**config.mk**
```make
export PLATFORM = sky130hd
export DESIGN_NAME = nibble_serial_addsub
export DESIGN_NICKNAME = d
export VERILOG_FILES = /design/src/rtl/nibble_serial_addsub.sv
export SDC_FILE = /design/constraint.sdc
export NUM_CORES = 1
export LEC_CHECK = 0
export ABC_AREA = 1
export CAP_MARGIN = 40
export CORE_MARGIN = 2
export CORE_UTILIZATION = 55
export CTS_CLUSTER_DIAMETER = 60
export DETAILED_ROUTE_END_ITERATION = 10
export MAX_ROUTING_LAYER = met4
export PLACE_DENSITY_LB_ADDON = 0.1
export SLEW_MARGIN = 5
export SYNTH_ARGS = -nofsm -noshare
export SYNTH_HDL_FRONTEND = slang
export SYNTH_SLANG_ARGS = --single-unit
```
**constraint.sdc**
```tcl
create_clock -name clk -period 6.7 [get_ports clk]
set_input_delay 2.01 -clock clk [delete_from_list [all_inputs] [get_ports clk]]
set_output_delay 2.01 -clock clk [all_outputs]
set_load 0.02 [all_outputs]
```
**src/rtl/nibble_serial_addsub.sv**
```systemverilog
// Serial WIDTH-bit adder/subtractor: one 4-bit slice processes one nibble per clock,
// LSB first, with the carry held in a register between nibbles.
module nibble_serial_addsub #(
  parameter int unsigned WIDTH = 16
) (
  input  logic             clk,
  input  logic             rst_n,
  input  logic             start,
  input  logic             ctrl,
  input  logic [WIDTH-1:0] a,
  input  logic [WIDTH-1:0] b,
  output logic             busy,
  output logic             done,
  output logic [WIDTH-1:0] s,
  output logic             cout,
  output logic             overflow
);

  localparam int unsigned NIB = WIDTH / 4;
  localparam int unsigned CW  = $clog2(NIB);

  typedef enum logic [1:0] {IDLE, RUN, DONE} state_t;

  state_t           state, state_nx;
  logic [WIDTH-1:0] a_r, b_r;
  logic             ctrl_r, carry_r;
  logic [CW-1:0]    cnt;
  logic [3:0]       a_nib, b_nib;
  logic [4:0]       slice;
  logic             last;

  // Select the current nibble; b is inverted here so subtract is a + ~b + carry_r.
  always_comb begin
    a_nib = '0;
    b_nib = '0;
    for (int unsigned k = 0; k < NIB; k++) begin
      if (cnt == CW'(k)) begin
        a_nib = a_r[4*k +: 4];
        b_nib = b_r[4*k +: 4] ^ {4{ctrl_r}};
      end
    end
  end

  assign slice = {1'b0, a_nib} + {1'b0, b_nib} + {4'b0000, carry_r};
  assign last  = (cnt == CW'(NIB - 1));

  always_ff @(posedge clk) begin
    if (!rst_n) state <= IDLE;
    else        state <= state_nx;
  end

  always_comb begin
    state_nx = state;
    busy     = 1'b0;
    done     = 1'b0;
    case (state)
      IDLE: if (start) state_nx = RUN;
      RUN: begin
        busy = 1'b1;
        if (last) state_nx = DONE;
      end
      DONE: begin
        done     = 1'b1;
        state_nx = IDLE;
      end
      default: state_nx = IDLE;
    endcase
  end

  always_ff @(posedge clk) begin
    if (!rst_n) begin
      a_r      <= '0;
      b_r      <= '0;
      ctrl_r   <= 1'b0;
      carry_r  <= 1'b0;
      cnt      <= '0;
      s        <= '0;
      cout     <= 1'b0;
      overflow <= 1'b0;
    end else begin
      case (state)
        IDLE: begin
          if (start) begin
            a_r     <= a;
            b_r     <= b;
            ctrl_r  <= ctrl;
            carry_r <= ctrl;
            cnt     <= '0;
          end
        end
        RUN: begin
          for (int unsigned k = 0; k < NIB; k++) begin
            if (cnt == CW'(k)) s[4*k +: 4] <= slice[3:0];
          end
          carry_r <= slice[4];
          cnt     <= cnt + CW'(1);
          if (last) begin
            cout     <= slice[4];
            overflow <= (a_r[WIDTH-1] == (b_r[WIDTH-1] ^ ctrl_r)) &&
                        (slice[3] != a_r[WIDTH-1]);
          end
        end
        default: ;
      endcase
    end
  end

endmodule

```
## Word-level counts from Yosys, hierarchy flattened

Index checks and enable logic that the tools add are counted.

- Register bits: 56
- Input port bits: 36
- Output and inout port bits: 20
- Logic and storage cells: 57

- $add $sub $neg: 3
- Equality and inequality tests: 9
- Mux-type cells: 17
- Bitwise logic cells: 5
- Reductions and logical operators: 11

Operator list:

| cell | count |
|---|---|
| 4-bit two-way mux | 8 |
| 4-bit bitwise XOR | 4 |
| 2-bit AND reduction | 7 |
| 2-bit case mux with 2 select lines | 2 |
| 2-bit == test (second input constant) | 3 |
| 2-bit two-way mux | 3 |
| 4-bit by 4-bit adder with 5-bit output | 1 |
| 5-bit by 1-bit adder with 5-bit output | 1 |
| 2-bit by 1-bit == test with 1-bit output (second input constant) | 2 |
| 2-bit logical NOT | 2 |
| 2-bit inequality test (second input constant) | 2 |
| 1-bit two-way mux | 3 |
| 2-bit by 1-bit adder with 2-bit output (second input constant) | 1 |
| 1-bit case mux with 2 select lines | 1 |
| 2-bit nonzero test | 1 |
| 1-bit == test | 1 |
| 1-bit logical AND | 1 |
| 1-bit inequality test | 1 |
| 1-bit bitwise XOR | 1 |

## Logic depth before layout (Yosys ltp)

Gate-level depths: netlist of run 1.

- Depth in word-level cells: 9
- Gate-level depth with buffers: 19
- Depth with buffers taken out: 18

## Least setup slack after synthesis of run 1

OpenSTA, ideal clock, no wires.

- Path kind: register -> output
- From: register state[0]
- To: output port busy
- Arrival time: 0.668 ns
- Required time: 4.690 ns
- Setup slack: 4.022 ns
- Cell stages (with the launch flop): 3
- Buffers on the path: 0
- Path through: dfxtp_1 > nand2_4 > inv_6

- Word-level cells in the longest chain between the ends: 2

Ends and longest elaborated chain:

| element | line | text |
|---|---|---|
| from (decl) | 24 | `state_t state, state_nx;` |
| from (signal assigned) | 49 | `else state <= state_nx;` |
| 2-bit by 1-bit == test with 1-bit output | 56 | `case (state)` |
| 1-bit two-way mux | 56 |  |
| to (decl) | 12 | `output logic busy,` |

Every way passes these cells.

## Worst setup path in the final report of run 1

Same ends and word-level chain as after synthesis.

==> results of run 1 <==
area by class of cell:
cell class / count / area share (%)
Tap cell: 54 / 2.06
Clock inverter: 2 / 0.305
Timing Repair Buffer: 56 / 17.0
Multi-Input combinational cell: 256 / 40.5
Inverter: 28 / 3.43
Clock buffer: 6 / 2.52
Sequential cell: 56 / 34.1
cells in the mapped netlist:
cell type   n  area share, %
xor2_1      5            1.6
nand2_1    44            6.2
inv_1      21            3.0
o21a_1      5            1.4
fa_1        2            1.5
or2_2       3           0.71
a22o_1      1           0.33
clkbuf_4    1           0.28
a21oi_1    27            5.1
o21ai_0    48            9.0
a31oi_1     1           0.24
xnor2_1     3           0.99
o22ai_1     3           0.71
o21bai_1    1           0.28
nor2_8      1           0.75
nand3_1     8            1.5
inv_4       1           0.24
inv_6       1           0.33
o211ai_1    2           0.56
dfxtp_1    56             42
nor2_1     80             11
buf_2       5           0.94
buf_6       1           0.42
nor2_4      4            1.7
clkbuf_1    4           0.56
buf_4       5            1.4
o21ai_1     6            1.1
a22oi_1     2           0.56
nand2_4     2           0.85
inv_2       5           0.71
a211oi_1    1           0.28
ha_1        7            3.3
path summary, 6_finish.rpt:
check | from | endpoint
min | s[5]$_SDFFE_PN0P_ | s[5]$_SDFFE_PN0P_
min reg2reg | s[5]$_SDFFE_PN0P_ | s[5]$_SDFFE_PN0P_
max reg2reg | cnt[1]$_SDFFE_PN0P_ | carry_r$_SDFFE_PN0P_
max | state[0]$_SDFFE_PN0P_ | busy
worst max-delay path, delay by kind of cell, from the launching register on:
| kind | cells | cell delay [ns] |
|---|---|---|
| buffers and inverters | 2 | 0.71 |
| DFF | 1 | 0.45 |
| and+or+nand+nor | 1 | 0.16 |
metrics by stage:
stage | power [mW] | instance area [sq um]
final | 0.730 | 3280
after global placement | 0.543 | 3190
after global routing | 0.769 | 3280
after CTS | 0.733 | 3280
after detailed placement | 0.547 | 3190
after floorplan | 0.490 | 2660
cells by family (layout without fill, tap and decap cells):
group / count (synthesis) / in the layout / synth area share [%]
and+or+nand+nor: 142 / 142 / 23.0
DFF: 56 / 56 / 42.1
buffers and inverters: 44 / 92 / 7.85
xor gates and xnor gates: 8 / 8 / 2.63
AOI/OAI and AO/OA: 97 / 97 / 19.6
adders and majority gates: 9 / 9 / 4.80
registers in the layout (all words and copies together), names as in the netlist:
register	count
a_r	16
b_r	16
carry_r	1
cnt	2
cout	1
ctrl_r	1
overflow	1
s	16
state	2
power by group:
part	switching, mW	internal, mW
clock	0.108	0.0828
combinational	0.0975	0.0709
sequential	0.0153	0.356
total	0.221	0.510
per-layer routing:
metal  GRT usage, %  up-vias
met4           5.45        0
met5              -        -
met3           4.66        5
met1           28.3     1043
met2           36.9       58
li1               -     1247
==> results.py, run 1 <==
metrics = {
    "run_status": {
        "outcome": "completed",
    },
    "global_routing": {
        "grt_pass1_vias": 2067,
        "grtUsageTotal_pct": 22.4,
        "grt_pass1_wl_mm": 9.27,
        "overflow": 0,
        "grt_max_degree": 51,
        "antenna_found_initial": 0,
    },
    "min_path": {
        "hp-class": "register to register",
        "holdPathStages": 2,
    },
    "timing": {
        "post-route-period-util_pct": 54.4,
        "holdWs_ns": 0.482,
        "fin_ws_ns": 3.05,
        "max_freq_ghz": 0.274,
        "timing_hold_violations_final": 0,
        "fin_setup_tns_ns": 0,
        "setup_viol": 0,
        "min_period_ns": 3.65,
        "rsz0062_at_grt": "no",
        "skew_ns": 0.0115,
        "slew_viol_final": 0,
        "relSlewSlack_pct": 51.8,
        "worst_pin_slew_ns": 0.722,
    },
    "final_layout": {
        "fin_util_pct": 70.0,
        "areaGrowthSynthToFinish_pct": 23.4,
        "final_common_cell": "nor2_1",
        "final_cell_mix": "nor2_1 (80), dfxtp_1 (56), clkdlybuf4s50_1 (55), o21ai_0 (48), nand2_1 (44)",
        "multi_input_area_sq_um": 1330,
        "diodes": 0,
        "seq_area_sq_um": 1120,
        "final_cells": 458,
        "fill_cells": 404,
        "nets": 448,
        "drive_above_1_share_pct": 6.44,
    },
    "synth": {
        "ys.warnings.count": 0,
        "syn-num-nets": 401,
        "mappedNetlistArea_sq_um": 2660,
        "ys_types": 32,
        "syn_inst": 356,
        "ys_seq_area_share_pct": 42.1,
        "ys_ff_latch": 56,
        "synth.avg_cell_area_sq_um": 7.48,
    },
    "critical_path": {
        "critical_path_required_ns": 4.69,
        "reg2reg_depth": 13,
        "worstSetupPathType": "register to output pin",
        "cp.arrival_ns": 1.64,
        "rrSetupSlack_ns": 3.80,
        "setup.worst_path.start_class": "register",
        "cpPeakStageDelay_ns": 0.60,
        "cp_cell_sequence": "nand2_4 -> inv_6 -> clkdlybuf4s50_1",
        "path_max_fanout": 6,
        "crit_slowest_cell": "clkdlybuf4s50_1",
        "worstSetupEndpointType": "output pin",
    },
    "detailed_routing": {
        "wl_met1_mm": 2.57,
        "wire_per_inst_um": 12.1,
        "vias_per_cell": 5.14,
        "wirelength_mm": 5.54,
        "wl_met2_mm": 2.70,
        "drc_errors": 0,
        "final_antenna_net_count": 0,
        "dr_wl_met3_um": 212,
        "dr_total_vias": 2353,
        "drt_iter0_markers": 120,
        "drtPass1Iterations": 4,
        "top_layer_used": "met4",
    },
    "floorplan": {
        "die_area_sq_um": 5410,
        "initial_core_util_pct": 56.7,
        "placeableCoreArea_sq_um": 4690,
        "dieWidth_um": 73.6,
        "ioPinCount": 56,
        "dieHeight_um": 73.6,
        "rows": 25,
    },
    "pwr": {
        "irDropWorstVdd_uv": 120,
        "power.density_nw_per_um2": 222,
        "p_leak_nw": 1.46,
    },
    "clock_network": {
        "worst_skew_pair.late_latency_ns": 0.31,
        "cts_made_buffers": 5,
        "cts.repair.resized": 0,
        "clk_pin_slew_ns": 0.10,
        "cts-htree-levels": 2,
        "cts_root_buf": "clkbuf_8",
        "cts_tree": "done",
        "cts_sinks": 56,
        "cts_setup_buffers": 0,
        "cts_buffer_depth": 2,
        "ctsHoldBuffers": 0,
    },
    "run": {
        "max-cap-violations": 0,
    },
    "place": {
        "pre_cts_ws_ns": 2.76,
        "portBuffers": 55,
        "place_hpwl_mm": 3.96,
        "gp_congestion": 0.836,
        "dp.cells": 450,
    },
}
Note: power is estimated with default switching activity, not from simulation.
==> inputs of run 2 (changes only) <==
CORE_UTILIZATION = 51   (was 55)
clock period = 3.65 ns   (was 6.7 ns; I/O delays follow)
==> results.py, run 2 (synthesis gave the netlist of run 1 again) <==
metrics = {
    "clock_network": {
        "cts-htree-levels": 2,
        "ctsHoldBuffers": 0,
        "cts.repair.resized": 0,
        "cts_root_buf": "clkbuf_8",
        "clk_pin_slew_ns": 0.10,
        "worst_skew_pair.late_latency_ns": 0.31,
        "cts_sinks": 56,
        "cts_setup_buffers": 0,
        "cts_buffer_depth": 2,
        "cts_tree": "done",
        "cts_made_buffers": 5,
    },
    "critical_path": {
        "cp_top_family": "adder cells",
        "r2r-end": "s[13]$_SDFFE_PN0P_",
        "setup.worst_path.start_class": "register",
        "path_max_fanout": 10,
        "critical_path_required_ns": 3.86,
        "reg2reg_depth": 11,
        "crit_buf_inv": 2,
        "worstSetupEndpointType": "register",
        "cp_cell_sequence": "inv_1 -> ha_1 -> nor2_4 -> a22oi_1 -> o21ai_0 -> o21ai_0 -> fa_1 -> inv_1 -> fa_1 -> nor2_1 -> nor2_1",
        "rrSetupSlack_ns": 0.85,
        "timing.rr.start": "cnt[1]$_SDFFE_PN0P_",
        "cp.arrival_ns": 3.01,
        "worstSetupPathType": "register to register",
        "cpPeakStageDelay_ns": 0.50,
        "crit_slowest_cell": "fa_1",
    },
    "pwr": {
        "irDropWorstVdd_uv": 249,
        "p_leak_nw": 1.49,
        "power.density_nw_per_um2": 420,
    },
    "detailed_routing": {
        "dr_total_vias": 2415,
        "drt_iter0_markers": 112,
        "final_antenna_net_count": 0,
        "vias_per_cell": 5.06,
        "wire_per_inst_um": 12.2,
        "drc_errors": 0,
        "wirelength_mm": 5.80,
        "drtPass1Iterations": 4,
    },
    "final_layout": {
        "areaGrowthSynthToFinish_pct": 25.9,
        "diodes": 0,
        "nets": 451,
        "multi_input_area_sq_um": 1330,
        "final_cells": 477,
        "final_common_cell": "nor2_1",
        "top_regs": "a_r (16), b_r (16), s (16)",
        "drive_above_1_share_pct": 7.13,
        "seq_area_sq_um": 1120,
        "final_cell_mix": "nor2_1 (80), dfxtp_1 (56), clkdlybuf4s50_1 (55), o21ai_0 (48), nand2_1 (44)",
        "fill_cells": 472,
    },
    "min_path": {
        "hp-start": "s[5]$_SDFFE_PN0P_",
        "holdPathStages": 2,
        "min_to": "s[5]$_SDFFE_PN0P_",
        "hp-class": "register to register",
    },
    "timing": {
        "max_freq_ghz": 0.357,
        "worst_pin_slew_ns": 0.601,
        "relSlewSlack_pct": 59.8,
        "setup_viol": 0,
        "slew_viol_final": 0,
        "rsz0062_at_grt": "no",
        "post-route-period-util_pct": 76.7,
        "timing_hold_violations_final": 0,
        "skew_ns": 0.00669,
        "fin_setup_tns_ns": 0,
        "min_period_ns": 2.80,
    },
    "global_routing": {
        "grt_pass1_vias": 2218,
        "grt_pass1_wl_mm": 10.0,
        "grtUsageTotal_pct": 21.5,
        "overflow": 0,
        "grt_max_degree": 37,
        "antenna_found_initial": 0,
    },
    "floorplan": {
        "ioPinCount": 56,
        "dieHeight_um": 76.2,
        "initial_core_util_pct": 52.4,
        "dieWidth_um": 76.2,
        "rows": 26,
        "die_area_sq_um": 5810,
        "placeableCoreArea_sq_um": 5070,
    },
    "run_status": {
        "outcome": "completed",
    },
    "place": {
        "place_hpwl_mm": 4.23,
        "dp.cells": 469,
        "gp_congestion": 0.860,
        "portBuffers": 55,
    },
    "run": {
        "max-cap-violations": 0,
    },
}
run 2: changes by cell type in the layout (fill, tap and decap cells not counted):
cell       change
buf_4          +3
bufinv_16      +1
clkbuf_8       -1
clkinv_2       -2
clkinv_4       +2
run 2: report_power, final:
| part | internal, mW | total, mW | switching, mW |
|---|---|---|---|
| clock | 0.207 | 0.414 | 0.207 |
| sequential | 0.654 | 0.683 | 0.0294 |
| combinational | 0.133 | 0.311 | 0.178 |
| total | 0.993 | 1.41 | 0.415 |
run 2: layer usage:
| metal | up-vias | track usage [%] | routed length [um] |
|---|---|---|---|
| met3 | 9 | 4.38 | 214 |
| met1 | 1101 | 27.0 | 2700 |
| met5 | - | - | 0 |
| li1 | 1258 | - | - |
| met2 | 47 | 35.4 | 2810 |
| met4 | 0 | 5.82 | 83 |
run 2: layout make-up:
| class | count | share of cell area [%] |
|---|---|---|
| multi-input combinational | 256 | 39.7 |
| timing repair buffer | 59 | 17.3 |
| clock buffer | 5 | 2.05 |
| tap | 70 | 2.61 |
| clock inverter | 3 | 1.42 |
| sequential | 56 | 33.5 |
| inverter | 28 | 3.36 |
run 2: worst max-delay path by stage:
stage | slack (ns) | start | to | depth (start not counted)
after floorplan | 1.22 | cnt[1]$_SDFFE_PN0P_ | s[13]$_SDFFE_PN0P_ | 12
after global placement | 0.98 | cnt[1]$_SDFFE_PN0P_ | s[9]$_SDFFE_PN0P_ | 11
after detailed placement | 0.89 | cnt[1]$_SDFFE_PN0P_ | s[9]$_SDFFE_PN0P_ | 11
after CTS | 0.86 | cnt[1]$_SDFFE_PN0P_ | s[13]$_SDFFE_PN0P_ | 11
after global routing | 0.62 | cnt[1]$_SDFFE_PN0P_ | s[13]$_SDFFE_PN0P_ | 11
final | 0.85 | cnt[1]$_SDFFE_PN0P_ | s[13]$_SDFFE_PN0P_ | 11
run 2: worst min-delay path, cell delays in order, from the launching register on:
cell,delay (ns)
dfxtp_1,0.32
nand2_1,0.06
a21oi_1,0.05
run 2: stage by stage:
| step | hold WS, ns | instance area, sq um | worst slack, ns | utilization, % | total power, mW |
|---|---|---|---|---|---|
| floorplan | 0.444 | 2660 | 1.22 | - | 0.900 |
| global placement | 0.460 | 3230 | 0.981 | 63.7 | 1.00 |
| detailed placement | 0.459 | 3230 | 0.887 | 63.7 | 1.01 |
| CTS | 0.473 | 3350 | 0.862 | 66.0 | 1.42 |
| global route | 0.499 | 3350 | 0.616 | 66.0 | 1.49 |
| finish | 0.475 | 3350 | 0.852 | 66.0 | 1.41 |
